$ cat src/rtl/qnigma_mdio_pkg.sv
// Shared constants and types for the MDIO PHY init/poll controller.
package qnigma_mdio_pkg;

   // Standard clause-22 register addresses
   localparam logic [4:0]  REG_BMCR   = 5'd0;
   localparam logic [4:0]  REG_BMSR   = 5'd1;
   localparam logic [4:0]  REG_PHYID1 = 5'd2;
   localparam logic [4:0]  REG_PHYID2 = 5'd3;

   // BMCR init: soft reset, autoneg enable, full duplex, 1000 Mb/s select
   localparam logic [15:0] BMCR_INIT  = 16'h9140;

   typedef enum logic [3:0] {
      RST_HOLD,
      CFG_WR,
      CFG_CHK,
      RD_ID1,
      RD_ID2,
      NEXT_INIT,
      POLL_WAIT,
      RD_BMSR,
      RD_SPD,
      NEXT_POLL
   } state_t;

   // One MDIO transaction request as seen by the serial engine
   typedef struct packed {
      logic        r_nw;
      logic [4:0]  phyad;
      logic [4:0]  regad;
      logic [15:0] dat;
   } mdio_cmd_t;

endpackage

$ cat src/rtl/qnigma_mdio_txn.sv
// Handshake front end for the MDIO serial engine: one send pulse per request,
// command fields held stable until done, and the outstanding-request flag.
module qnigma_mdio_txn
   import qnigma_mdio_pkg::*;
(
   input  logic        clk,
   input  logic        rst,
   input  logic        req,
   input  mdio_cmd_t   cmd,
   input  logic        ready,
   input  logic        done,
   output logic        send,
   output logic        r_nw,
   output logic [4:0]  phyad,
   output logic [4:0]  regad,
   output logic [15:0] dat_out,
   output logic        pend,
   output logic        fin
);

   logic issue;

   assign issue = req & ready & ~pend;
   // A done with nothing outstanding (e.g. after rst abandoned a transfer) is ignored
   assign fin   = done & pend;

   // Launch a transaction, latch its fields, and retire it on done.
   always_ff @(posedge clk) begin
      if (rst) begin
         send    <= 1'b0;
         pend    <= 1'b0;
         r_nw    <= 1'b1;
         phyad   <= '0;
         regad   <= '0;
         dat_out <= '0;
      end else begin
         // NOTE: flops use <= so every register samples pre-edge values; blocking
         // assignments here would make results depend on statement order.
         send <= issue;
         if (issue) begin
            pend    <= 1'b1;
            r_nw    <= cmd.r_nw;
            phyad   <= cmd.phyad;
            regad   <= cmd.regad;
            dat_out <= cmd.dat;
         end else if (done) begin
            pend <= 1'b0;
         end
      end
   end

endmodule

$ cat src/rtl/qnigma_mdio_poll.sv
// PHY bring-up and link poller: holds PHYs in hardware reset, soft-resets and
// identifies each PHY, then periodically polls link state and resolved speed.
module qnigma_mdio_poll
   import qnigma_mdio_pkg::*;
#(
   parameter int N_PHY      = 2,
   parameter int PHY_ADDR0  = 1,
   parameter int RST_TICKS  = 250,
   parameter int POLL_TICKS = 1000,
   parameter int RST_TRIES  = 16,
   parameter int SPD_REG    = 17,
   parameter int SPD_LSB    = 14
)(
   input  logic                 clk,
   input  logic                 rst,
   output logic                 phy_rstn,
   output logic                 send,
   output logic                 r_nw,
   input  logic                 ready,
   input  logic                 done,
   output logic [4:0]           phyad,
   output logic [4:0]           regad,
   output logic [15:0]          dat_out,
   input  logic                 val_in,
   input  logic [15:0]          dat_in,
   input  logic [4:0]           adr_in,
   output logic [N_PHY-1:0]     link_up,
   output logic [2*N_PHY-1:0]   spd,
   output logic [32*N_PHY-1:0]  phyid,
   output logic [N_PHY-1:0]     link_chg,
   output logic [N_PHY-1:0]     init_err
);

   localparam int RST_W  = $clog2(RST_TICKS + 1);
   localparam int POLL_W = $clog2(POLL_TICKS + 1);
   localparam int TRY_W  = $clog2(RST_TRIES + 1);
   localparam int CH_W   = (N_PHY > 1) ? $clog2(N_PHY) : 1;

   state_t              state, state_d;
   logic [CH_W-1:0]     ch, ch_d;
   logic [RST_W-1:0]    rst_cnt, rst_cnt_d;
   logic [POLL_W-1:0]   poll_cnt, poll_cnt_d;
   logic [TRY_W-1:0]    try_cnt, try_cnt_d;
   logic                rstn_d;
   logic                req, pend, fin, set_err, last_ch;
   logic                rd_now, rd_b15, rd_b2, rd_b15_eff, rd_b2_eff;
   mdio_cmd_t           cmd;

   qnigma_mdio_txn u_txn (
      .clk     (clk),
      .rst     (rst),
      .req     (req),
      .cmd     (cmd),
      .ready   (ready),
      .done    (done),
      .send    (send),
      .r_nw    (r_nw),
      .phyad   (phyad),
      .regad   (regad),
      .dat_out (dat_out),
      .pend    (pend),
      .fin     (fin)
   );

   // Only read data for the outstanding register counts; a same-cycle val_in/done
   // is forwarded so the decision taken on done sees the fresh data.
   assign rd_now     = val_in & pend & r_nw & (adr_in == regad);
   assign rd_b15_eff = rd_now ? dat_in[15] : rd_b15;
   assign rd_b2_eff  = rd_now ? dat_in[2]  : rd_b2;
   assign last_ch    = (int'(ch) == N_PHY - 1);

   // State register and FSM-owned counters.
   always_ff @(posedge clk) begin
      if (rst) begin
         state    <= RST_HOLD;
         ch       <= '0;
         rst_cnt  <= '0;
         poll_cnt <= '0;
         try_cnt  <= '0;
         phy_rstn <= 1'b0;
      end else begin
         state    <= state_d;
         ch       <= ch_d;
         rst_cnt  <= rst_cnt_d;
         poll_cnt <= poll_cnt_d;
         try_cnt  <= try_cnt_d;
         phy_rstn <= rstn_d;
      end
   end

   // Next-state, counter and transaction-request decode.
   always_comb begin
      // NOTE: every output gets a default first so no path leaves one unassigned,
      // which would otherwise infer a latch.
      state_d    = state;
      ch_d       = ch;
      rst_cnt_d  = rst_cnt;
      poll_cnt_d = poll_cnt;
      try_cnt_d  = try_cnt;
      rstn_d     = 1'b1;
      set_err    = 1'b0;
      req        = 1'b0;
      cmd.r_nw   = 1'b1;
      cmd.phyad  = 5'(PHY_ADDR0) + 5'(ch);
      cmd.regad  = REG_BMCR;
      cmd.dat    = '0;
      case (state)
         RST_HOLD: begin
            rstn_d = 1'b0;
            if (int'(rst_cnt) + 1 >= RST_TICKS) begin
               rstn_d    = 1'b1;
               rst_cnt_d = '0;
               ch_d      = '0;
               state_d   = CFG_WR;
            end else begin
               rst_cnt_d = rst_cnt + 1'b1;
            end
         end
         CFG_WR: begin
            req      = 1'b1;
            cmd.r_nw = 1'b0;
            cmd.dat  = BMCR_INIT;
            if (fin) begin
               try_cnt_d = '0;
               state_d   = CFG_CHK;
            end
         end
         CFG_CHK: begin
            req = 1'b1;
            if (fin) begin
               if (!rd_b15_eff) begin
                  try_cnt_d = '0;
                  state_d   = RD_ID1;
               end else if (int'(try_cnt) + 1 >= RST_TRIES) begin
                  try_cnt_d = '0;
                  set_err   = 1'b1;
                  state_d   = NEXT_INIT;
               end else begin
                  try_cnt_d = try_cnt + 1'b1;
               end
            end
         end
         RD_ID1: begin
            req       = 1'b1;
            cmd.regad = REG_PHYID1;
            if (fin) state_d = RD_ID2;
         end
         RD_ID2: begin
            req       = 1'b1;
            cmd.regad = REG_PHYID2;
            if (fin) state_d = NEXT_INIT;
         end
         NEXT_INIT: begin
            if (last_ch) begin
               ch_d    = '0;
               state_d = POLL_WAIT;
            end else begin
               ch_d    = ch + 1'b1;
               state_d = CFG_WR;
            end
         end
         POLL_WAIT: begin
            if (int'(poll_cnt) + 1 >= POLL_TICKS) begin
               poll_cnt_d = '0;
               ch_d       = '0;
               state_d    = RD_BMSR;
            end else begin
               poll_cnt_d = poll_cnt + 1'b1;
            end
         end
         RD_BMSR: begin
            cmd.regad = REG_BMSR;
            if (init_err[ch]) begin
               state_d = NEXT_POLL;
            end else begin
               req = 1'b1;
               if (fin) state_d = rd_b2_eff ? RD_SPD : NEXT_POLL;
            end
         end
         RD_SPD: begin
            req       = 1'b1;
            cmd.regad = 5'(SPD_REG);
            if (fin) state_d = NEXT_POLL;
         end
         NEXT_POLL: begin
            if (last_ch) begin
               state_d = POLL_WAIT;
            end else begin
               ch_d    = ch + 1'b1;
               state_d = RD_BMSR;
            end
         end
         default: state_d = RST_HOLD;
      endcase
   end

   // Read-data capture into per-PHY status; link_chg is a one-cycle pulse.
   always_ff @(posedge clk) begin
      if (rst) begin
         // NOTE: phyid is a handful of flops, not a RAM, so it is reset like any
         // other register and reads as zero until the PHY has been identified.
         phyid    <= '0;
         link_up  <= '0;
         spd      <= '0;
         link_chg <= '0;
         init_err <= '0;
         rd_b15   <= 1'b0;
         rd_b2    <= 1'b0;
      end else begin
         link_chg <= '0;
         if (set_err) init_err[ch] <= 1'b1;
         if (rd_now) begin
            rd_b15 <= dat_in[15];
            rd_b2  <= dat_in[2];
            case (state)
               RD_ID1:  phyid[int'(ch)*32 + 16 +: 16] <= dat_in;
               RD_ID2:  phyid[int'(ch)*32 +: 16]      <= dat_in;
               RD_BMSR: begin
                  link_up[ch]  <= dat_in[2];
                  link_chg[ch] <= dat_in[2] ^ link_up[ch];
               end
               RD_SPD:  spd[int'(ch)*2 +: 2] <= dat_in[SPD_LSB +: 2];
               default: ;
            endcase
         end
      end
   end

endmodule
$ cat config.mk
export PLATFORM = sky130hd
export DESIGN_NAME = qnigma_mdio_poll
export DESIGN_NICKNAME = d
export VERILOG_FILES = /design/src/rtl/qnigma_mdio_pkg.sv /design/src/rtl/qnigma_mdio_txn.sv /design/src/rtl/qnigma_mdio_poll.sv
export SDC_FILE = /design/constraint.sdc
export NUM_CORES = 1
export LEC_CHECK = 0
export CAP_MARGIN = 5
export CORE_MARGIN = 1
export CORE_UTILIZATION = 35
export CTS_BUF_LIST = sky130_fd_sc_hd__clkbuf_4 sky130_fd_sc_hd__clkbuf_8
export DETAILED_ROUTE_END_ITERATION = 10
export REMOVE_ABC_BUFFERS = 1
export SYNTH_ARGS = -nofsm -noshare
export SYNTH_HDL_FRONTEND = slang
export SYNTH_SLANG_ARGS = --single-unit
$ cat constraint.sdc
create_clock -name clk -period 3.8 [get_ports clk]
set_clock_uncertainty 0.2 [all_clocks]
set_input_delay 0.76 -clock clk [delete_from_list [all_inputs] [get_ports clk]]
set_output_delay 0.76 -clock clk [all_outputs]
set_load 0.05 [all_outputs]
==> summary.txt, run 1 <==
Drt
  – Metal3 WL: 1350 um
  – Final ANT Viol Nets: 0
  – Initial DRC Count: 262
  – DR vias/cell: 5.03
  – Drt wl/cell: around 15 um
  – Post-Route WL: between 10000 and 15000 um
  – Met2 wire length: between 5000 and 6000 um
  – Pre-Repair DR Iteration Count: 5
  – Vias: 4540
  – WL met1: around 5900 um
  – Residual DRC count: 0
  – Top Layer Used: met4

STA
  – Hold Vio Cnt, Final: 0
  – RSZ-0062 raised after global routing: false
  – Least-Margin Pin Slew: 0.757 ns
  – Setup WS post-layout: about 0.79 ns
  – Max-slew violation count: 0
  – Period utilization: between 70% and 80%
  – Achievable clock frequency: 332 MHz
  – Final hold slack: 0.257 ns
  – Final Setup Violations: 0
  – Rel. slew slack: roughly half
  – Final setup TNS: 0 ns
  – Min cycle time layout: about 3 ns

Synthesis
  – Asr flop ratio synth: 0%
  – YS warnings: 0
  – Dominant cells by area after synthesis: dfxtp_1 45%, mux2i_1 8.3%, nand2_1 6.9%
  – Mapped Cells: 609
  – Simple-Gate Fraction of Synth Area: between 20 and 25%
  – Yosys cell types: 55
  – Sequential share of the synthesized area: roughly 45%
  – Largest family of logic cells by synthesized area: simple AND/OR/NAND/NOR gates
  – Syn avg cell area: 8.37 um2
  – Cell area after synthesis: 5090 um2
  – Post-Synth Adder-Cell Area: 0.982%
  – Xor/xnor cell area share of the yosys netlist: 1.55%
  – Number of flops mapped to enable cells by yosys: 0
  – Dominant synthesized flop cell: dfxtp_1
  – Yosys top cell area share: 44.8%
  – FF+latch count, synth: 114
  – Post-synthesis compound-gate area fraction: 15.3%
  – Mux share of post-synthesis cell area: 8.69%
  – Cell taking the most area after synthesis: dfxtp_1

Clocking
  – H-tree levels: 4
  – # resized after CTS: 0
  – Clock latency at the later pin of the worst-skew pair: 0.44 ns
  – CTS buffer count: 17
  – CTS Hold Bufs: 0
  – Sink Count: 114
  – CTS root buf: clkbuf_8
  – CTS max path bufs: 2
  – Worst-path clk slew: 0.07 ns
  – CTS tree: done
  – # Post-CTS Setup Buffers: 0

Worst hold path
  – Worst hold path class: flip-flop to flip-flop
  – Hold depth: 2
  – Hold EP: phyid[24]
  – Hold Path Origin: phyid[24]

Placement
  – Dpl cell area: 6270 um2
  – Detailed placement HPWL: 9090 um
  – IO Port Bufs: ~110
  – Placement Setup Slack: 0.479 ns
  – Inst Count DP: 870
  – GP Congestion: 0.829

Worst setup path
  – Crit Path Max Fanout: 11
  – CP max stage cell: dfxtp_1
  – R2R Setup Slk: just under 0.8 ns
  – Worst R2R Start: poll_cnt[0]
  – Worst reg2reg path depth: 8
  – Worst Setup SP: poll_cnt[0]
  – Reg2Reg Capture Point: poll_cnt[9]
  – Critical Path End Type: flip-flop
  – CP delay by family, top: compound AO/OA/AOI/OAI gates
  – Crit path arrival time: 3.15 ns
  – CP Cell Sequence: ha_1 > a21oi_1 > o311ai_0 > o21ai_0 > a31oi_1 > and2_1 > a41oi_1 > a311oi_1
  – Crit Path Class: flip-flop to flip-flop
  – CP peak stage delay: 0.50 ns
  – Worst setup SP type: flip-flop
  – CP required: 3.94 ns
  – Worst path bufs/invs: 0

Floorplan
  – Initial Util: 36.3%
  – # rows: 43
  – Core box area: approximately 14000 um2
  – I/O Pins: between 100 and 150
  – Die X: 123 um
  – Die Span Y: 123 um
  – DIE AREA: 15000 um2

Status
  – Outcome: completed

Global route
  – Global-route wire length before repair: 21900 um
  – Largest net degree at the start of global routing: 74
  – GRT Residual Overflow: 0
  – Tot GR Track Use: 18.8%
  – Number of global-route vias before repair: 4360
  – Initial antenna violation count: 0

Pwr
  – VDD IR max: around 0.00027 V
  – Pwr dens: roughly 470 nW/um2
  – LEAKAGE: 2.25 nW
  – Total power: 3.14 mW

Finish
  – Final Util: about 48%
  – Fraction of layout cells with a size suffix above 1: 7.34%
  – Leading cell types in the layout, fill and taps excluded: 114 x dfxtp_1, 110 x clkdlybuf4s50_1, 94 x nand2_1
  – Area Growth Syn to Fin: 31.0%
  – Commonest non-fill, non-tap cell in the layout: dfxtp_1
  – Number of diodes: 0
  – Layout fillers: 1344
  – Fin cells: 902
  – Fin area: 6670 um2
  – Layout Nets: approximately 740

Run
  – Max cap viols: 0
-- cell families after synthesis --
kind of cell,count (synthesis)
AO/OA/AOI/OAI,129
buffers and inverters,64
XOR/XNOR,9
flip-flops,114
other,1
AND/OR/NAND/NOR,244
adder cells (fa/ha/maj),4
multiplexers,44
-- registers in the layout, summed over array words and instances (netlist names) --
name           flops
init_err           2
u_txn.dat_out      1
link_up            2
u_txn.phyad        2
spd                4
rd_b15             1
rd_b2              1
u_txn.send         1
u_txn.pend         1
phyid             64
link_chg           2
try_cnt            5
state              4
ch                 1
u_txn.r_nw         1
poll_cnt          10
rst_cnt            8
phy_rstn           1
u_txn.regad        3
-- power breakdown --
part	switching, mW	leakage [nW]	internal (mW)
combinational	0.436	1.12	0.227
clock	0.482	0.210	0.653
sequential	0.0950	0.920	1.25
total	1.01	2.25	2.13
-- how the worst max path moves through the flow --
stage / depth (start not counted) / end
2_1_floorplan: 7 / phyid[48]
3_3_place_gp: 8 / phyid[23]
3_5_place_dp: 8 / phyid[27]
4_1_cts: 8 / poll_cnt[9]
5_1_grt: 8 / poll_cnt[9]
6_report: 8 / poll_cnt[9]
-- worst min-delay path: stages (launching register included) --
cell	delay (ns)
dfxtp_1	0.31
nand2_1	0.05
a21oi_1	0.05
-- synth_stat cells, drive strengths merged (2+ instances only) --
cell and n:
nand2b 4, nor2 81, mux2 2, and3b 2, o211ai 2, nand3b 6, o31ai 2, a21o 4
a41oi 2, o21ai 23, and2 2, nor3 5, nor2b 9, nor4 8, a21boi 2, and3 4
a211oi 3, ha 4, a21oi 62, buf 27, nand3 17, nand4 3, a311oi 7, a31oi 10
o311ai 3, xor2 3, xnor2 6, dfxtp 114, inv 8, clkbuf 29, nor3b 4, nand2 95
mux2i 42
-- cell type report --
cell class / count / area, um2 / area share (%)
sequential: 114 / 2280 / 34.2
tap: 180 / 225 / 3.37
multi-input combinational: 447 / 2550 / 38.2
inverter: 8 / 30.0 / 0.450
timing repair buffer: 121 / 1180 / 17.7
clock inverter: 9 / 105 / 1.57
clock buffer: 23 / 298 / 4.46
-- per-layer routing --
layer | global-route usage [%] | vias to the layer above
li1 | - | 2275
met1 | 22.9 | 2092
met2 | 28.8 | 156
met3 | 9.11 | 17
met4 | 6.17 | 0
met5 | 0 | -
Power figures use the tool's default switching activity.
==> inputs of run 2 (changes only) <==
clock period = 2.42 ns   (was 3.8 ns; I/O delays follow)
==> summary.txt, run 2 (synthesis results as in run 1) <==
Global route
  – Tot GR Track Use: 19.8% (+1.1 points)
  – Number of global-route vias before repair: 4669 (+7.1%)
  – GRT Residual Overflow: 0 (unchanged)
  – Initial antenna violation count: 0 (unchanged)
  – Largest net degree at the start of global routing: 55 (-26%)
  – Global-route wire length before repair: 23100 um (+5.8%)

Finish
  – Largest register by flop count: phyid
  – Fraction of layout cells with a size suffix above 1: 17.0% (+9.7 points)
  – Commonest non-fill, non-tap cell in the layout: dfxtp_1
  – Number of diodes: 0 (unchanged)
  – Top flop regs: phyid (64), poll_cnt (10), rst_cnt (8)
  – Area Growth Syn to Fin: 44.0%
  – Fin area: 7340 um2 (+9.9%)
  – Layout fillers: 1282 (-4.6%)
  – Layout Nets: 793 (+7.3%)
  – Leading cell types in the layout, fill and taps excluded: 112 x dfxtp_1, 107 x clkdlybuf4s50_1, 93 x nand2_1
  – Max reg flops: 64 (unchanged)

Placement
  – Dpl cell area: 6640 um2 (+5.9%)
  – Detailed placement HPWL: 9790 um (+7.7%)
  – GP Congestion: 0.870 (+4.9%)
  – IO Port Bufs: 111 (unchanged)

Clocking
  – CTS max path bufs: 2 (unchanged)
  – Worst-path clk slew: 0.08 ns (about the same)
  – Sink Count: 114 (unchanged)
  – H-tree levels: 4 (unchanged)
  – CTS root buf: clkbuf_8
  – CTS Hold Bufs: 0 (unchanged)
  – CTS tree: done
  – Clock latency at the later pin of the worst-skew pair: 0.44 ns (about the same)
  – CTS buffer count: 17 (unchanged)

Worst setup path
  – CP Cell Sequence: inv_2 > ha_4 > nand2b_4 > o311ai_4 > buf_4 > nor4b_4 > o31a_1 > o211ai_4 > nor2b_4 > a311oi_2
  – CP max stage cell: o31a_1
  – Reg2Reg Capture Point: state[2]
  – CP delay by family, top: compound AO/OA/AOI/OAI gates
  – CP peak stage delay: 0.36 ns (-0.14 ns)
  – Worst reg2reg path depth: 10 (+2)
  – Worst R2R Start: rst_cnt[1]
  – R2R Setup Slk: -0.07 ns (-0.86 ns)
  – Worst setup SP type: flip-flop
  – Worst path bufs/invs: 2 (+2)
  – Crit Path Class: flip-flop to flip-flop
  – Crit path arrival time: 2.59 ns (-0.56 ns)
  – CP required: 2.53 ns (-1.41 ns)
  – Crit Path Max Fanout: 7 (-4)
  – Critical Path End Type: flip-flop

STA
  – Least-Margin Pin Slew: 0.739 ns (-0.0182 ns)
  – Final setup TNS: -0.133 ns (-0.133 ns)
  – Achievable clock frequency: 402 MHz (+21%)
  – Period utilization: 103% (+24 points)
  – Hold Vio Cnt, Final: 0 (unchanged)
  – Final Setup Violations: 4 (+4)
  – RSZ-0062 raised after global routing: true
  – Max-slew violation count: 0 (unchanged)
  – Rel. slew slack: 50.3% (+0.76 points)
  – Min cycle time layout: 2.49 ns (-0.524 ns)
  – Setup WS post-layout: -0.0664 ns (-0.856 ns)

Drt
  – Final ANT Viol Nets: 0 (unchanged)
  – Residual DRC count: 0 (unchanged)
  – Post-Route WL: 14600 um (+9.0%)
  – DR vias/cell: 5.12 (+1.6%)
  – Pre-Repair DR Iteration Count: 4 (-1)
  – Drt wl/cell: 15.2 um (+2.9%)
  – Vias: 4890 (+7.7%)
  – Initial DRC Count: 231 (-12%)

Worst hold path
  – Hold Path Origin: phyid[6]
  – Worst hold path class: flip-flop to flip-flop
  – Hold EP: phyid[6]
  – Hold depth: 2 (unchanged)

Floorplan
  – Die Span Y: 123 um (unchanged)
  – Die X: 123 um (unchanged)
  – # rows: 43 (unchanged)
  – DIE AREA: 15000 um2 (unchanged)
  – Initial Util: 36.3% (unchanged)
  – Core box area: 14000 um2 (unchanged)
  – I/O Pins: 129 (unchanged)

Pwr
  – LEAKAGE: 2.58 nW (+15%)
  – VDD IR max: 0.000361 V (+32%)
  – Pwr dens: 731 nW/um2 (+55%)

Run
  – Max cap viols: 0 (unchanged)

Status
  – Failing checks: negative setup slack
  – Outcome: finished with violations
-- run 2: cell count changes in the layout (fill, tap and decap cells not counted), sizes merged --
cell           delta
buf              +52
clkinv            -5
inv               +5
clkbuf            -4
clkinvlp          +4
clkdlybuf4s50     -3
dlymetal6s2s      +3
and2              +1
bufbuf            +1
-- run 2: cell type report --
class | count | area (um2) | share of cell area [%]
clock buffers | 19 | 255 | 3.48
clock inverters | 13 | 150 | 2.05
inverters | 8 | 30.0 | 0.409
multi-input cells | 448 | 2720 | 37.1
flip-flops and latches | 114 | 2280 | 31.1
well taps | 180 | 225 | 3.07
repair buffers | 174 | 1670 | 22.8
-- run 2: how the worst max path moves through the flow --
stage / from / to / slack [ns] / depth (start not counted)
2_1_floorplan: u_txn.regad[0] / phyid[48] / -0.62 / 7
3_3_place_gp: adr_in[0] / state[3] / -0.51 / 9
3_5_place_dp: adr_in[0] / state[2] / -0.55 / 9
4_1_cts: rst_cnt[1] / state[2] / -0.02 / 10
5_1_grt: rst_cnt[1] / ch / -0.16 / 11
6_report: rst_cnt[1] / state[2] / -0.07 / 10
-- run 2: through the flow --
step	std cells	utilization, %	hold WS, ns	worst slack [ns]	total power [mW]
floorplan	569	-	0.250	-0.617	2.83
global placement	913	47.3	0.241	-0.512	3.30
detailed placement	913	47.3	0.251	-0.545	3.33
CTS	951	51.4	0.257	-0.0197	5.29
global route	956	52.2	0.279	-0.156	5.61
finish	956	52.2	0.258	-0.0664	5.36
-- run 2: report_power, final --
| part | switching, mW | total (mW) | internal, mW |
|---|---|---|---|
| registers | 0.0868 | 2.05 | 1.96 |
| logic | 0.900 | 1.49 | 0.588 |
| clock network | 0.861 | 1.83 | 0.969 |
| total | 1.85 | 5.36 | 3.52 |
-- run 2: worst reg2reg max path, delay by kind of cell (launching register included) --
family / cells / cell delay, ns
compound gates: 4 / 0.96
simple gates: 3 / 0.34
buf+inv: 2 / 0.24
flops: 1 / 0.33
fa+ha+maj: 1 / 0.28
-- run 2: what timing repair did --
item / 4_1_cts / 5_1_grt
pin swaps: 8 / 16
cloned: 1 / 1
endpoints found under the setup margin: 23 / 37
gates resized for setup: 20 / 25
buffers inserted: 5 / 4
-- run 2: per-layer routing --
metal | wire length (um) | vias to the layer above | GRT usage (%)
li1 | - | 2384 | -
met1 | 6360 | 2325 | 23.4
met2 | 6730 | 161 | 32.1
met3 | 1250 | 20 | 8.60
met4 | 221 | 0 | 6.71
met5 | 0 | - | 0
